--- config.mk ---
export PLATFORM = sky130hd
export DESIGN_NAME = instr_encoder
export DESIGN_NICKNAME = d
export VERILOG_FILES = /design/src/rtl/instr_pkg.sv /design/src/rtl/instr_pack.sv /design/src/rtl/instr_encoder.sv
export SDC_FILE = /design/constraint.sdc
export NUM_CORES = 1
export LEC_CHECK = 0
export ABC_AREA = 1
export CAP_MARGIN = 10
export CORE_UTILIZATION = 62
export CTS_BUF_LIST = sky130_fd_sc_hd__clkbuf_16
export CTS_CLUSTER_SIZE = 24
export DETAILED_ROUTE_END_ITERATION = 16
export DONT_BUFFER_PORTS = 1
export PLACE_DENSITY = 0.78
export SYNTH_ARGS = -nofsm -noshare
export SYNTH_HDL_FRONTEND = slang
export SYNTH_HIERARCHICAL = 1
export SYNTH_SLANG_ARGS = --single-unit
--- constraint.sdc ---
create_clock -name clk -period 2.2 [get_ports clk]
set_input_delay 0.44 -clock clk [delete_from_list [all_inputs] [get_ports clk]]
set_output_delay 0.44 -clock clk [all_outputs]
set_load 0.02 [all_outputs]
--- src/rtl/instr_pkg.sv ---
// Shared definitions for the 9-bit instruction format: mnemonics, opcode and
// subop field values, register window bases and encoder FSM states.
package instr_pkg;

    localparam int INSTR_W = 9;

    typedef enum logic [3:0] {
        OP_AND  = 4'd0,
        OP_SLT  = 4'd1,
        OP_OR   = 4'd2,
        OP_JR   = 4'd3,
        OP_LW   = 4'd4,
        OP_SW   = 4'd5,
        OP_ADD  = 4'd6,
        OP_ADDI = 4'd7,
        OP_SUB  = 4'd8,
        OP_TR   = 4'd9,
        OP_BEQ  = 4'd10,
        OP_SRL  = 4'd11,
        OP_SRA  = 4'd12,
        OP_SLL  = 4'd13,
        OP_HALT = 4'd14
    } op_code_e;

    // Major opcodes, bits [8:6]
    localparam logic [2:0] OPC_ALU   = 3'b000;
    localparam logic [2:0] OPC_MEM   = 3'b001;
    localparam logic [2:0] OPC_ADD   = 3'b010;
    localparam logic [2:0] OPC_ADDI  = 3'b011;
    localparam logic [2:0] OPC_SUB   = 3'b100;
    localparam logic [2:0] OPC_TR    = 3'b101;
    localparam logic [2:0] OPC_BEQ   = 3'b110;
    localparam logic [2:0] OPC_SHIFT = 3'b111;

    // Subop values, bits [1:0]
    localparam logic [1:0] SUB_AND  = 2'b00;
    localparam logic [1:0] SUB_SLT  = 2'b01;
    localparam logic [1:0] SUB_OR   = 2'b10;
    localparam logic [1:0] SUB_JR   = 2'b11;
    localparam logic [1:0] SUB_LW   = 2'b00;
    localparam logic [1:0] SUB_SW   = 2'b01;
    localparam logic [1:0] SUB_SRL  = 2'b00;
    localparam logic [1:0] SUB_SRA  = 2'b01;
    localparam logic [1:0] SUB_SLL  = 2'b10;
    localparam logic [1:0] SUB_ZERO = 2'b00;

    // Register window bases; each field stores index minus its base
    localparam logic [3:0] BASE_HI     = 4'd4;
    localparam logic [3:0] BASE_C      = 4'd8;
    localparam logic [3:0] BASE_TR_DST = 4'd1;
    localparam logic [3:0] BASE_TR_SRC = 4'd5;

    localparam logic [8:0] HALT_WORD = 9'h1C3;

    typedef enum logic [1:0] {
        ST_IDLE = 2'd0,
        ST_LOAD = 2'd1,
        ST_DONE = 2'd2,
        ST_FULL = 2'd3
    } enc_state_e;

    // True when idx lies in [base, base+span)
    function automatic logic in_window(input logic [7:0] idx, input logic [7:0] base,
                                       input logic [7:0] span);
        return (idx >= base) && (idx < (base + span));
    endfunction

endpackage

--- src/rtl/instr_pack.sv ---
// Combinational packer: symbolic op fields to 9-bit word plus legality flag.
// Also used by the decoder bench to produce golden words.
module instr_pack
    import instr_pkg::*;
#(
    parameter int reg_w = 4
) (
    input  logic [3:0]       op_code,
    input  logic [reg_w-1:0] ra,
    input  logic [reg_w-1:0] rb,
    input  logic [reg_w-1:0] rc,
    input  logic [1:0]       imm,
    output logic [8:0]       word,
    output logic             legal
);

    logic ra_hi_ok_s;
    logic ra_lo_ok_s;
    logic rb_lo_ok_s;
    logic rb_c_ok_s;
    logic rc_c_ok_s;
    logic tr_dst_ok_s;
    logic tr_src_ok_s;

    // Window membership of each register field
    always_comb begin
        ra_hi_ok_s  = in_window(8'(ra), 8'(BASE_HI), 8'd4);
        ra_lo_ok_s  = in_window(8'(ra), 8'd0, 8'd4);
        rb_lo_ok_s  = in_window(8'(rb), 8'd0, 8'd4);
        rb_c_ok_s   = in_window(8'(rb), 8'(BASE_C), 8'd4);
        rc_c_ok_s   = in_window(8'(rc), 8'(BASE_C), 8'd4);
        tr_dst_ok_s = in_window(8'(ra), 8'(BASE_TR_DST), 8'd8);
        tr_src_ok_s = in_window(8'(rb), 8'(BASE_TR_SRC), 8'd7);
    end

    // Field packing per mnemonic; unused operands never affect legality
    always_comb begin
        word  = 9'd0;
        legal = 1'b0;
        case (op_code)
            OP_AND: begin
                word  = {OPC_ALU, 2'(ra - BASE_HI), 2'(rb), SUB_AND};
                legal = ra_hi_ok_s & rb_lo_ok_s;
            end
            OP_SLT: begin
                word  = {OPC_ALU, 2'(ra - BASE_HI), 2'(rb - BASE_C), SUB_SLT};
                legal = ra_hi_ok_s & rb_c_ok_s;
            end
            OP_OR: begin
                word  = {OPC_ALU, 2'(ra - BASE_HI), 2'(rb), SUB_OR};
                legal = ra_hi_ok_s & rb_lo_ok_s;
            end
            OP_JR: begin
                word  = {OPC_ALU, 2'(ra - BASE_HI), 2'(rb), SUB_JR};
                legal = ra_hi_ok_s & rb_lo_ok_s;
            end
            OP_LW: begin
                word  = {OPC_MEM, 2'(ra - BASE_HI), 2'(rb), SUB_LW};
                legal = ra_hi_ok_s & rb_lo_ok_s;
            end
            OP_SW: begin
                word  = {OPC_MEM, 2'(ra - BASE_HI), 2'(rb), SUB_SW};
                legal = ra_hi_ok_s & rb_lo_ok_s;
            end
            OP_ADD: begin
                word  = {OPC_ADD, 2'(ra - BASE_HI), 2'(rb), 2'(rc - BASE_C)};
                legal = ra_hi_ok_s & rb_lo_ok_s & rc_c_ok_s;
            end
            OP_ADDI: begin
                word  = {OPC_ADDI, 2'(ra), 2'(rb), imm};
                legal = ra_lo_ok_s & rb_lo_ok_s;
            end
            OP_SUB: begin
                word  = {OPC_SUB, 2'(ra - BASE_HI), 2'(rb), 2'(rc - BASE_C)};
                legal = ra_hi_ok_s & rb_lo_ok_s & rc_c_ok_s;
            end
            OP_TR: begin
                word  = {OPC_TR, 3'(ra - BASE_TR_DST), 3'(rb - BASE_TR_SRC)};
                legal = tr_dst_ok_s & tr_src_ok_s;
            end
            OP_BEQ: begin
                word  = {OPC_BEQ, 2'(ra - BASE_HI), 2'(rb), SUB_ZERO};
                legal = ra_hi_ok_s & rb_lo_ok_s;
            end
            OP_SRL: begin
                word  = {OPC_SHIFT, 2'(ra - BASE_HI), 2'(rb), SUB_SRL};
                legal = ra_hi_ok_s & rb_lo_ok_s;
            end
            OP_SRA: begin
                word  = {OPC_SHIFT, 2'(ra - BASE_HI), 2'(rb), SUB_SRA};
                legal = ra_hi_ok_s & rb_lo_ok_s;
            end
            OP_SLL: begin
                word  = {OPC_SHIFT, 2'(ra - BASE_HI), 2'(rb), SUB_SLL};
                legal = ra_hi_ok_s & rb_lo_ok_s;
            end
            OP_HALT: begin
                word  = HALT_WORD;
                legal = 1'b1;
            end
            default: begin
                word  = 9'd0;
                legal = 1'b0;
            end
        endcase
    end

endmodule

--- src/rtl/instr_encoder.sv ---
// Program loader: accepts symbolic ops on a valid/ready stream, packs legal
// ones and writes them to sequential instruction memory addresses until HALT
// or until the memory is full.
module instr_encoder
    import instr_pkg::*;
#(
    parameter int num_regs    = 12,
    parameter int instr_width = 9,
    parameter int imem_depth  = 256
) (
    input  logic                          clk,
    input  logic                          reset,
    input  logic                          start,
    input  logic                          op_valid,
    output logic                          op_ready,
    input  logic [3:0]                    op_code,
    input  logic [$clog2(num_regs)-1:0]   op_ra,
    input  logic [$clog2(num_regs)-1:0]   op_rb,
    input  logic [$clog2(num_regs)-1:0]   op_rc,
    input  logic [1:0]                    op_imm,
    output logic                          imem_we,
    output logic [$clog2(imem_depth)-1:0] imem_addr,
    output logic [instr_width-1:0]        imem_wdata,
    output logic                          busy,
    output logic                          done,
    output logic                          overflow,
    output logic                          illegal,
    output logic [$clog2(imem_depth):0]   count
);

    localparam int reg_w  = $clog2(num_regs);
    localparam int addr_w = $clog2(imem_depth);
    localparam int cnt_w  = addr_w + 1;

    enc_state_e        state_r;
    enc_state_e        state_next_s;
    logic [addr_w-1:0] addr_r;
    logic [8:0]        word_s;
    logic              legal_s;
    logic              accept_s;
    logic              write_s;
    logic              restart_s;
    logic              last_addr_s;
    logic              ready_next_s;
    logic              busy_next_s;
    logic              done_next_s;
    logic              overflow_next_s;

    instr_pack #(
        .reg_w (reg_w)
    ) u_pack (
        .op_code (op_code),
        .ra      (op_ra),
        .rb      (op_rb),
        .rc      (op_rc),
        .imm     (op_imm),
        .word    (word_s),
        .legal   (legal_s)
    );

    // Handshake qualifiers; op_ready is registered and high only in LOAD
    always_comb begin
        accept_s    = op_valid & op_ready;
        write_s     = accept_s & legal_s;
        restart_s   = start & (state_r != ST_LOAD);
        last_addr_s = (addr_r == addr_w'(imem_depth - 1));
    end

    // Next-state decision
    always_comb begin
        state_next_s = state_r;
        case (state_r)
            ST_IDLE, ST_DONE, ST_FULL: begin
                if (start) begin
                    state_next_s = ST_LOAD;
                end else begin
                    state_next_s = state_r;
                end
            end
            ST_LOAD: begin
                if (write_s && (op_code == OP_HALT)) begin
                    state_next_s = ST_DONE;
                end else if (write_s && last_addr_s) begin
                    state_next_s = ST_FULL;
                end else begin
                    state_next_s = ST_LOAD;
                end
            end
            default: state_next_s = ST_IDLE;
        endcase
    end

    // Status decode of the upcoming state so the status outputs are flops
    always_comb begin
        ready_next_s    = 1'b0;
        busy_next_s     = 1'b0;
        done_next_s     = 1'b0;
        overflow_next_s = 1'b0;
        case (state_next_s)
            ST_IDLE: begin
                ready_next_s = 1'b0;
            end
            ST_LOAD: begin
                ready_next_s = 1'b1;
                busy_next_s  = 1'b1;
            end
            ST_DONE: begin
                done_next_s = 1'b1;
            end
            ST_FULL: begin
                overflow_next_s = 1'b1;
            end
            default: begin
                ready_next_s = 1'b0;
            end
        endcase
    end

    // State register with registered status outputs
    always_ff @(posedge clk) begin
        if (reset) begin
            state_r  <= ST_IDLE;
            op_ready <= 1'b0;
            busy     <= 1'b0;
            done     <= 1'b0;
            overflow <= 1'b0;
        end else begin
            state_r  <= state_next_s;
            op_ready <= ready_next_s;
            busy     <= busy_next_s;
            done     <= done_next_s;
            overflow <= overflow_next_s;
        end
    end

    // Address counter, word count and registered memory write port
    always_ff @(posedge clk) begin
        if (reset) begin
            addr_r     <= '0;
            count      <= '0;
            imem_we    <= 1'b0;
            imem_addr  <= '0;
            imem_wdata <= '0;
            illegal    <= 1'b0;
        end else begin
            imem_we <= write_s;
            illegal <= accept_s & ~legal_s;
            if (write_s) begin
                imem_addr  <= addr_r;
                imem_wdata <= instr_width'(word_s);
                addr_r     <= addr_r + addr_w'(1);
                count      <= count + cnt_w'(1);
            end else if (restart_s) begin
                addr_r <= '0;
                count  <= '0;
            end else begin
                addr_r <= addr_r;
                count  <= count;
            end
        end
    end

endmodule

-- Word-level counts from Yosys, hierarchy flattened
Cells that the tools add are included.
W data, S select, Z words.
- bits in registers: 41
- bits in latches: 0
- RAM bits: 0
- bits in read-only memories: 0
- input bits: 22
- output and inout port bits: 32
- word-level logic and storage cells: 86
- memories kept: 0
- add/sub/neg operators: 7
- multipliers: 0
- div/mod/pow operators: 0
- magnitude comparators: 11
- equality and inequality tests: 22
- shifts and indexed selects: 0
- mux-type cells: 13
- bitwise logic cells: 10
- reduce and logical (&&, ||, !) cells: 13
- operators by type and width (cell ; count):
    $pmux W9 S15 ; 1
    $eq A4 B4 Y1 const B ; 7
    $mux W9 ; 2
    $eq A4 B3 Y1 const B ; 4
    $lt A4 B4 Y1 const B ; 4
    $mux W8 ; 2
    $add A9 B1 Y9 const B ; 1
    $and A1 B1 Y1 ; 9
    $reduce_or A9 Y1 ; 1
    $add A8 B1 Y8 const B ; 1
    $eq A2 B2 Y1 const B ; 4
    $eq A4 B2 Y1 const B ; 2
    $eq A8 B8 Y1 const B ; 1
    $ge A4 B3 Y1 const B ; 2
    $ge A4 B4 Y1 const B ; 2
    $lt A4 B3 Y1 const B ; 2
    $logic_and A1 B1 Y1 ; 7
    $mux W2 ; 3
    $pmux W1 S6 ; 1
    $sub A2 B1 Y2 const B ; 3
    $eq A2 B1 Y1 const B ; 2
    $eq A4 B1 Y1 const B ; 1
    $ge A4 B1 Y1 const B ; 1
    $logic_not A4 Y1 ; 1
    10 further kinds ; 12

-- Depth between registers and ports, before layout
Gate-level depths: netlist of the first run.
- word-level depth: 12
- depth in mapped cells: 15
- depth with buffers taken out: 15

-- Modules after synthesis
Netlist of the first run, hierarchy kept.
- modules (own cells, without submodules) (module ; instances ; cells an instance ; area each (µm²) ; seq. area each (µm²)):
    instr_encoder ; 1 ; 236 ; 1710.4 ; 820.8
    instr_pack ; 1 ; 95 ; 461.7 ; 0.0

-- Worst setup path before layout of the first run
Ideal clock, no wire load.
- path type: input-to-reg
- start: input port op_ra[1]
- end: register count[5]
- library setup time: 0.119 ns
- arrival time: 1.798 ns
- data required time: 2.081 ns
- path slack: 0.283 ns
- stages: 13
- path buffers: 0
- path through: inv_1 -> ha_1 -> inv_1 -> nor2_1 -> nor2_1 -> nor2_1 -> nand3_1 -> nand3_1 -> nand3_4 -> nor2_1 -> nand2_1 -> o21ai_0 -> a21oi_1
- longest elaborated chain between the ends: 7
- elaborated cells between the ends (all ways): 16
- classes of those cells: order compare: 5; mux: 2; bitwise: 6; reduce/logical: 3
- ends and longest elaborated chain (item ; line ; RTL):
    start: declaration ; instr_encoder.sv:17 ; input logic [$clog2(num_regs)-1:0] op_ra,
    $ge A4 B3 Y1 or $lt A4 B4 Y1 (tied branches) ; instr_pkg.sv:65 ; return (idx >= base) && (idx < (base + span));
    $logic_and A1 B1 Y1 ; instr_pkg.sv:65 ;
    $and A1 B1 Y1 ; - ;
    $and A1 B1 Y1 ; instr_pack.sv:67, instr_pack.sv:75 ;
    $pmux W1 S6 (*) ; instr_pack.sv:40 ; case (op_code)
    net legal_s ; instr_encoder.sv:39 ; logic legal_s;
    $and A1 B1 Y1 (*) ; instr_encoder.sv:64 ; write_s = accept_s & legal_s;
    $mux W9 or $reduce_bool A2 Y1 (tied branches) ; - ;
    end signal: assignment ; instr_encoder.sv:152 ; count <= count + cnt_w'(1);
    end signal: assignment ; instr_encoder.sv:158 ; count <= count;
    end: declaration ; instr_encoder.sv:28 ; output logic [$clog2(imem_depth):0] count
Mark *: on every way through the listed nets, which the timed path passes. The rest lies on a longest branch.
A chain may end at the register's enable or synchronous reset.

-- Worst setup path in the final report of the first run
Same ends and word-level chain as after synthesis.

==> results.tsv, run 1 <==
metric	value	unit
status	finished, final reports clean	
clkLatencyLatePin	0.28	ns
cts-root-buf	clkbuf_16	
yosys.area.top_type	dfxtp_1	
finalCriticalPeriod	1.96	ns
place.gp.congestion	0.881	
grt_pass1_wl	7.16	mm
via_count	1986	
synth_top_family_by_area	simple AND/OR/NAND/NOR gates	
synth.mux.area_fraction	0	%
wl_per_cell	11.9	um
period_share	89.2	%
slew_headroom	68.6	%
num_rows	21	
antenna_found_initial	0	
grt_max_degree	22	
yosys_warnings	6	
core	3340	um2
stdcell_area	2350	um2
dpl-instance-area	2210	um2
post-dp-hpwl	3.40	mm
first_pass_iters	4	
drv_slew	0	
gr-total-overflow	0	
layout_common_cells	nand2_1, inv_1, dfxtp_1, nor2_1, a21oi_1	
max_freq	0.509	GHz
ir_drop	0.000533	V
port_buffers	0	
grt_usage	26.1	%
syn_inst	331	
drive_gt1_share	6.55	%
vias_per_cell	5.20	
ff_latch_area	821	um2
crit_path_end_kind	register	
clockBufferDepth	2	
final_common_cell	nand2_1	
rsz0062_at_grt	false	
fin_nets	363	
hold_path_class	input pin to register	
p_leak	1.05	nW
critPathKind	input pin to register	
max_slew.worst_pin.slew	0.471	ns
setup.worst_path.start_class	input pin	
htreeDepth	2	
powerDensity	653	nW/um2
power.total	1.53	mW
diodes	0	
ios	54	
fin_ws	0.237	ns
critPathRequiredTime	2.37	ns
hold_buffers	0	
cts_buffers	5	
syn-cell-area	2170	um2
ys_seq_area_share	37.8	%
fill_cells	309	
fin_worst_skew	0.00342	ns
synth.net_count	359	
finalSetupViolCount	0	
synth_compound_area_share	13.3	%
multiInputGateArea	1130	um2
synth.distinct_cells	30	
syn_to_final_growth	8.06	%
cts_resized	0	
routed_wirelength	4.54	mm
detailedPlace.worstSlack	-0.00887	ns
synth-simple-area-share	34.9	%
dieArea	3740	um2
netlist.area_leader.share	37.8	%
cp_max_fo	8	
synthXorXnorAreaFrac	0.403	%
grt_pass1_vias	1755	
synth.top_cells.by_area	dfxtp_1, nand2_1, inv_1	
ys_seq_elements	41	
ant_nets	0	
cts_tree	built	
initial_core_util	65.1	%
die_h	61.2	um
crit_arrival	2.13	ns
post_cts_buffers	0	
synth_fa_ha_area_share	3.46	%
final_hold_viol_count	0	
cts_sinks	41	
drt_iter0_drc	101	
drc	0	
syn_area_per_cell	6.56	um2
cap_violations	0	
clk_pin_slew	0.05	ns
dieWidth	61.2	um
## final timing paths
path / from / endpoint / slack [ns] / cells after the start
setup / recovery: op_ra[1] / count[5]$_SDFFE_PP0P_ / 0.24 / 13
hold / removal: reset / imem_wdata[5]$_SDFFE_PP0P_ / 0.22 / 1
setup reg to reg: count[0]$_SDFFE_PP0P_ / count[8]$_SDFFE_PP0P_ / 0.72 / 8
hold reg to reg: addr_r[6]$_SDFFE_PP0P_ / addr_r[6]$_SDFFE_PP0P_ / 0.48 / 2
## report_power, final
part / internal [mW] / total, mW / switching, mW
Combinational: 0.0372 / 0.110 / 0.0725
Clock: 0.407 / 0.664 / 0.258
Sequential: 0.750 / 0.758 / 0.00814
## cells by family (layout without fill, tap and decap cells)
| logic type | count (synthesis) | in the layout |
|---|---|---|
| AND/OR/NAND/NOR | 176 | 176 |
| buffers and inverters | 52 | 57 |
| flip-flops | 41 | 41 |
| XOR/XNOR | 1 | 1 |
| AO/OA/AOI/OAI | 55 | 55 |
| adder cells (fa/ha/maj) | 6 | 6 |
## sequential cells by signal, indices dropped and copies added, names as in the netlist
register and flops:
addr_r 8, busy 1, count 9, done 1
illegal 1, imem_addr 8, imem_wdata 9, imem_we 1
overflow 1, state_r 2
## per-stage QoR
stage	util, %	hold WS (ns)	TNS [ns]	std cells
final	70.3	0.221	0	382
after global routing	70.3	0.214	0	382
after CTS	70.3	0.217	0	382
after detailed placement	66.3	0.472	-0.0148	374
after global placement	66.3	0.468	0	374
after floorplan	-	0.457	0	331
## layer usage
metal / vias to the layer above / global-route usage [%] / wire length, um
met5: - / 0 / 0
li1: 1057 / - / -
met1: 876 / 33.6 / 2210
met2: 45 / 41.9 / 1990
met3: 8 / 6.51 / 260
met4: 0 / 10.7 / 74
## worst max-delay path, cell delays in order
cell	delay, ns
inv_1	0.09
ha_1	0.18
inv_1	0.04
nor2_1	0.14
nor2_1	0.06
nor2_1	0.09
nand3_1	0.08
nand3_1	0.19
nand3_4	0.15
nor2_1	0.31
nand2_1	0.12
o21ai_0	0.17
a21oi_1	0.05
## cells in the mapped netlist
cell type  count
a21oi_1       30
nand2_1      108
nand3_2        2
nor3b_1        2
nand3_4        1
or2_2          1
o21a_1         1
nor3_1         4
inv_1         41
inv_2          3
o21ai_0       17
or2_1          1
buf_2          1
nand2_4        1
clkbuf_1       2
a211oi_1       1
nand3_1       12
clkbuf_8       1
ha_1           6
o21ai_2        1
xor2_1         1
o22ai_1        4
nor2_1        37
buf_4          4
nand3b_1       2
nand4_1        2
o21ai_1        1
dfxtp_1       41
nor2_4         2
nor2_2         1
## final cells by class
| type | instances | area share [%] |
|---|---|---|
| clock buffers | 5 | 5.33 |
| repair buffers | 5 | 1.60 |
| multi-input cells | 238 | 48.1 |
| clock inverters | 3 | 0.480 |
| inverters | 44 | 7.04 |
| well taps | 46 | 2.45 |
| flip-flops and latches | 41 | 35.0 |
(Power assumes the default switching activity.)
==> inputs of run 2 (changes only) <==
- CORE_UTILIZATION: 62 -> 64
- CTS_BUF_LIST: sky130_fd_sc_hd__clkbuf_16 -> sky130_fd_sc_hd__clkbuf_8
- PLACE_DENSITY: 0.78 -> 0.8
==> results.tsv, run 2 (synthesized netlist as in run 1, its figures left out) <==
metric	value	unit	change
status	finished, final reports clean		
die_h	60.3	um	-1.5%
finalCriticalPeriod	1.98	ns	+0.0121 ns
clkLatencyLatePin	0.29	ns	about the same
crit_arrival	2.16	ns	+0.03 ns
wl_per_cell	12.2	um	+3.0%
via_count	2006		+1.0%
clk_pin_slew	0.07	ns	+0.02 ns
initial_core_util	69.4	%	+4.3 points
grt_usage	27.9	%	+1.8 points
final_hold_viol_count	0		unchanged
post-dp-hpwl	3.49	mm	+2.8%
powerDensity	604	nW/um2	-7.4%
cts-root-buf	clkbuf_8		
power.total	1.39	mW	-9.1%
grt_max_degree	22		unchanged
critPathKind	input pin to register		
first_pass_iters	4		unchanged
clockBufferDepth	2		unchanged
ant_nets	0		unchanged
slew_headroom	66.4	%	-2.2 points
use_met2	42.9	%	+0.93 points
routed_wirelength	4.64	mm	+2.2%
grt_busiest_layer	met2		
crit_path_end_kind	register		
fin_cells	379		-0.79%
reg.largest.list	count: 9 flops, imem_wdata: 9 flops		
final_common_cell	nand2_1		
fin_worst_skew	0.00421	ns	+0.000783 ns
cap_violations	0		unchanged
use_met1	36.6	%	+3.0 points
hold_buffers	0		unchanged
drive_gt1_share	7.16	%	+0.62 points
met3_usage	8.44	%	+1.9 points
cts_sinks	41		unchanged
finalSetupViolCount	0		unchanged
fin_nets	362		-0.28%
max_slew.worst_pin.slew	0.504	ns	+0.0325 ns
antenna_found_initial	0		unchanged
rsz0062_at_grt	true		
hold_path_class	input pin to register		
max_freq	0.506	GHz	-0.61%
syn_to_final_growth	5.99	%	
cp_max_fo	12		+4
drv_slew	0		unchanged
layout_common_cells	nand2_1, inv_1, dfxtp_1, nor2_1, a21oi_1		
diodes	0		unchanged
cts_tree	built		
period_share	89.8	%	+0.55 points
ir_drop	0.000411	V	-23%
drc	0		unchanged
cts_resized	0		unchanged
setup.worst_path.start_class	input pin		
critPathRequiredTime	2.38	ns	about the same
core	3130	um2	-6.3%
num_rows	20		-4.8%
dieArea	3630	um2	-3.0%
dp_cells	371		-0.80%
dieWidth	60.3	um	-1.5%
ios	54		unchanged
htreeDepth	2		unchanged
post_cts_buffers	0		unchanged
vias_per_cell	5.29		+1.8%
grt_pass1_wl	7.50	mm	+4.8%
place.gp.congestion	0.860		-2.4%
cts_buffers	5		unchanged
grt_pass1_vias	1761		+0.34%
drt_iter0_drc	119		+18%
port_buffers	0		unchanged
gr-total-overflow	0		unchanged
p_leak	1.03	nW	-2.7%
## run 2: cell types whose count changed in the layout (fill, tap and decap cells not counted), sizes merged
cell and change:
clkinv +1, clkbuf +2, buf -1, inv -3
## run 2: per-stage QoR
| stage | TNS [ns] | area, um2 | util (%) | setup slack, ns | hold slack, ns |
|---|---|---|---|---|---|
| global route | -0.00135 | 2300 | 73.6 | -0.00135 | 0.198 |
| global placement | 0 | 2200 | 70.4 | 0.0109 | 0.476 |
| detailed placement | -0.0552 | 2200 | 70.4 | -0.0314 | 0.470 |
| finish | 0 | 2300 | 73.6 | 0.225 | 0.208 |
| floorplan | 0 | 2170 | - | 0.283 | 0.457 |
| CTS | 0 | 2300 | 73.6 | 0.253 | 0.202 |
## run 2: path summary, 6_finish.rpt
| check | start | end | slack (ns) | cells past startpoint |
|---|---|---|---|---|
| setup / recovery | op_ra[1] | count[5]$_SDFFE_PP0P_ | 0.22 | 13 |
| hold / removal | reset | imem_addr[5]$_SDFFE_PP0P_ | 0.21 | 1 |
| setup reg to reg | count[0]$_SDFFE_PP0P_ | count[8]$_SDFFE_PP0P_ | 0.71 | 8 |
| hold reg to reg | addr_r[6]$_SDFFE_PP0P_ | addr_r[6]$_SDFFE_PP0P_ | 0.49 | 2 |
## run 2: where the power goes
part	switching [mW]	internal [mW]	total [mW]
Sequential	0.00908	0.748	0.757
Clock	0.241	0.283	0.524
Combinational	0.0733	0.0367	0.110
## run 2: final cells by class
cell class                      instances  area (um2)
Multi-Input combinational cell        238        1130
Tap cell                               44        55.1
Timing Repair Buffer                    4        30.0
Clock buffer                            7        96.3
Sequential cell                        41         821
Clock inverter                          1        5.00
Fill cell                             259         826
Inverter                               44         165
## run 2: critical path: stages
cell and delay (ns):
inv_1 0.08, ha_1 0.18, inv_1 0.04, nor2_1 0.16
nor2_1 0.06, nor2_1 0.09, nand3_1 0.08, nand3_1 0.16
nand3_4 0.20, nor2_1 0.29, nand2_1 0.14, o21ai_0 0.17
a21oi_1 0.06
## run 2: layer usage
layer | vias up | part of all wire [%] | wire, um
met1 | 886 | 47 | 2180
li1 | 1051 | - | -
met4 | 0 | 1.2 | 57
met3 | 8 | 7.5 | 350
met2 | 61 | 44 | 2050
met5 | - | 0 | 0
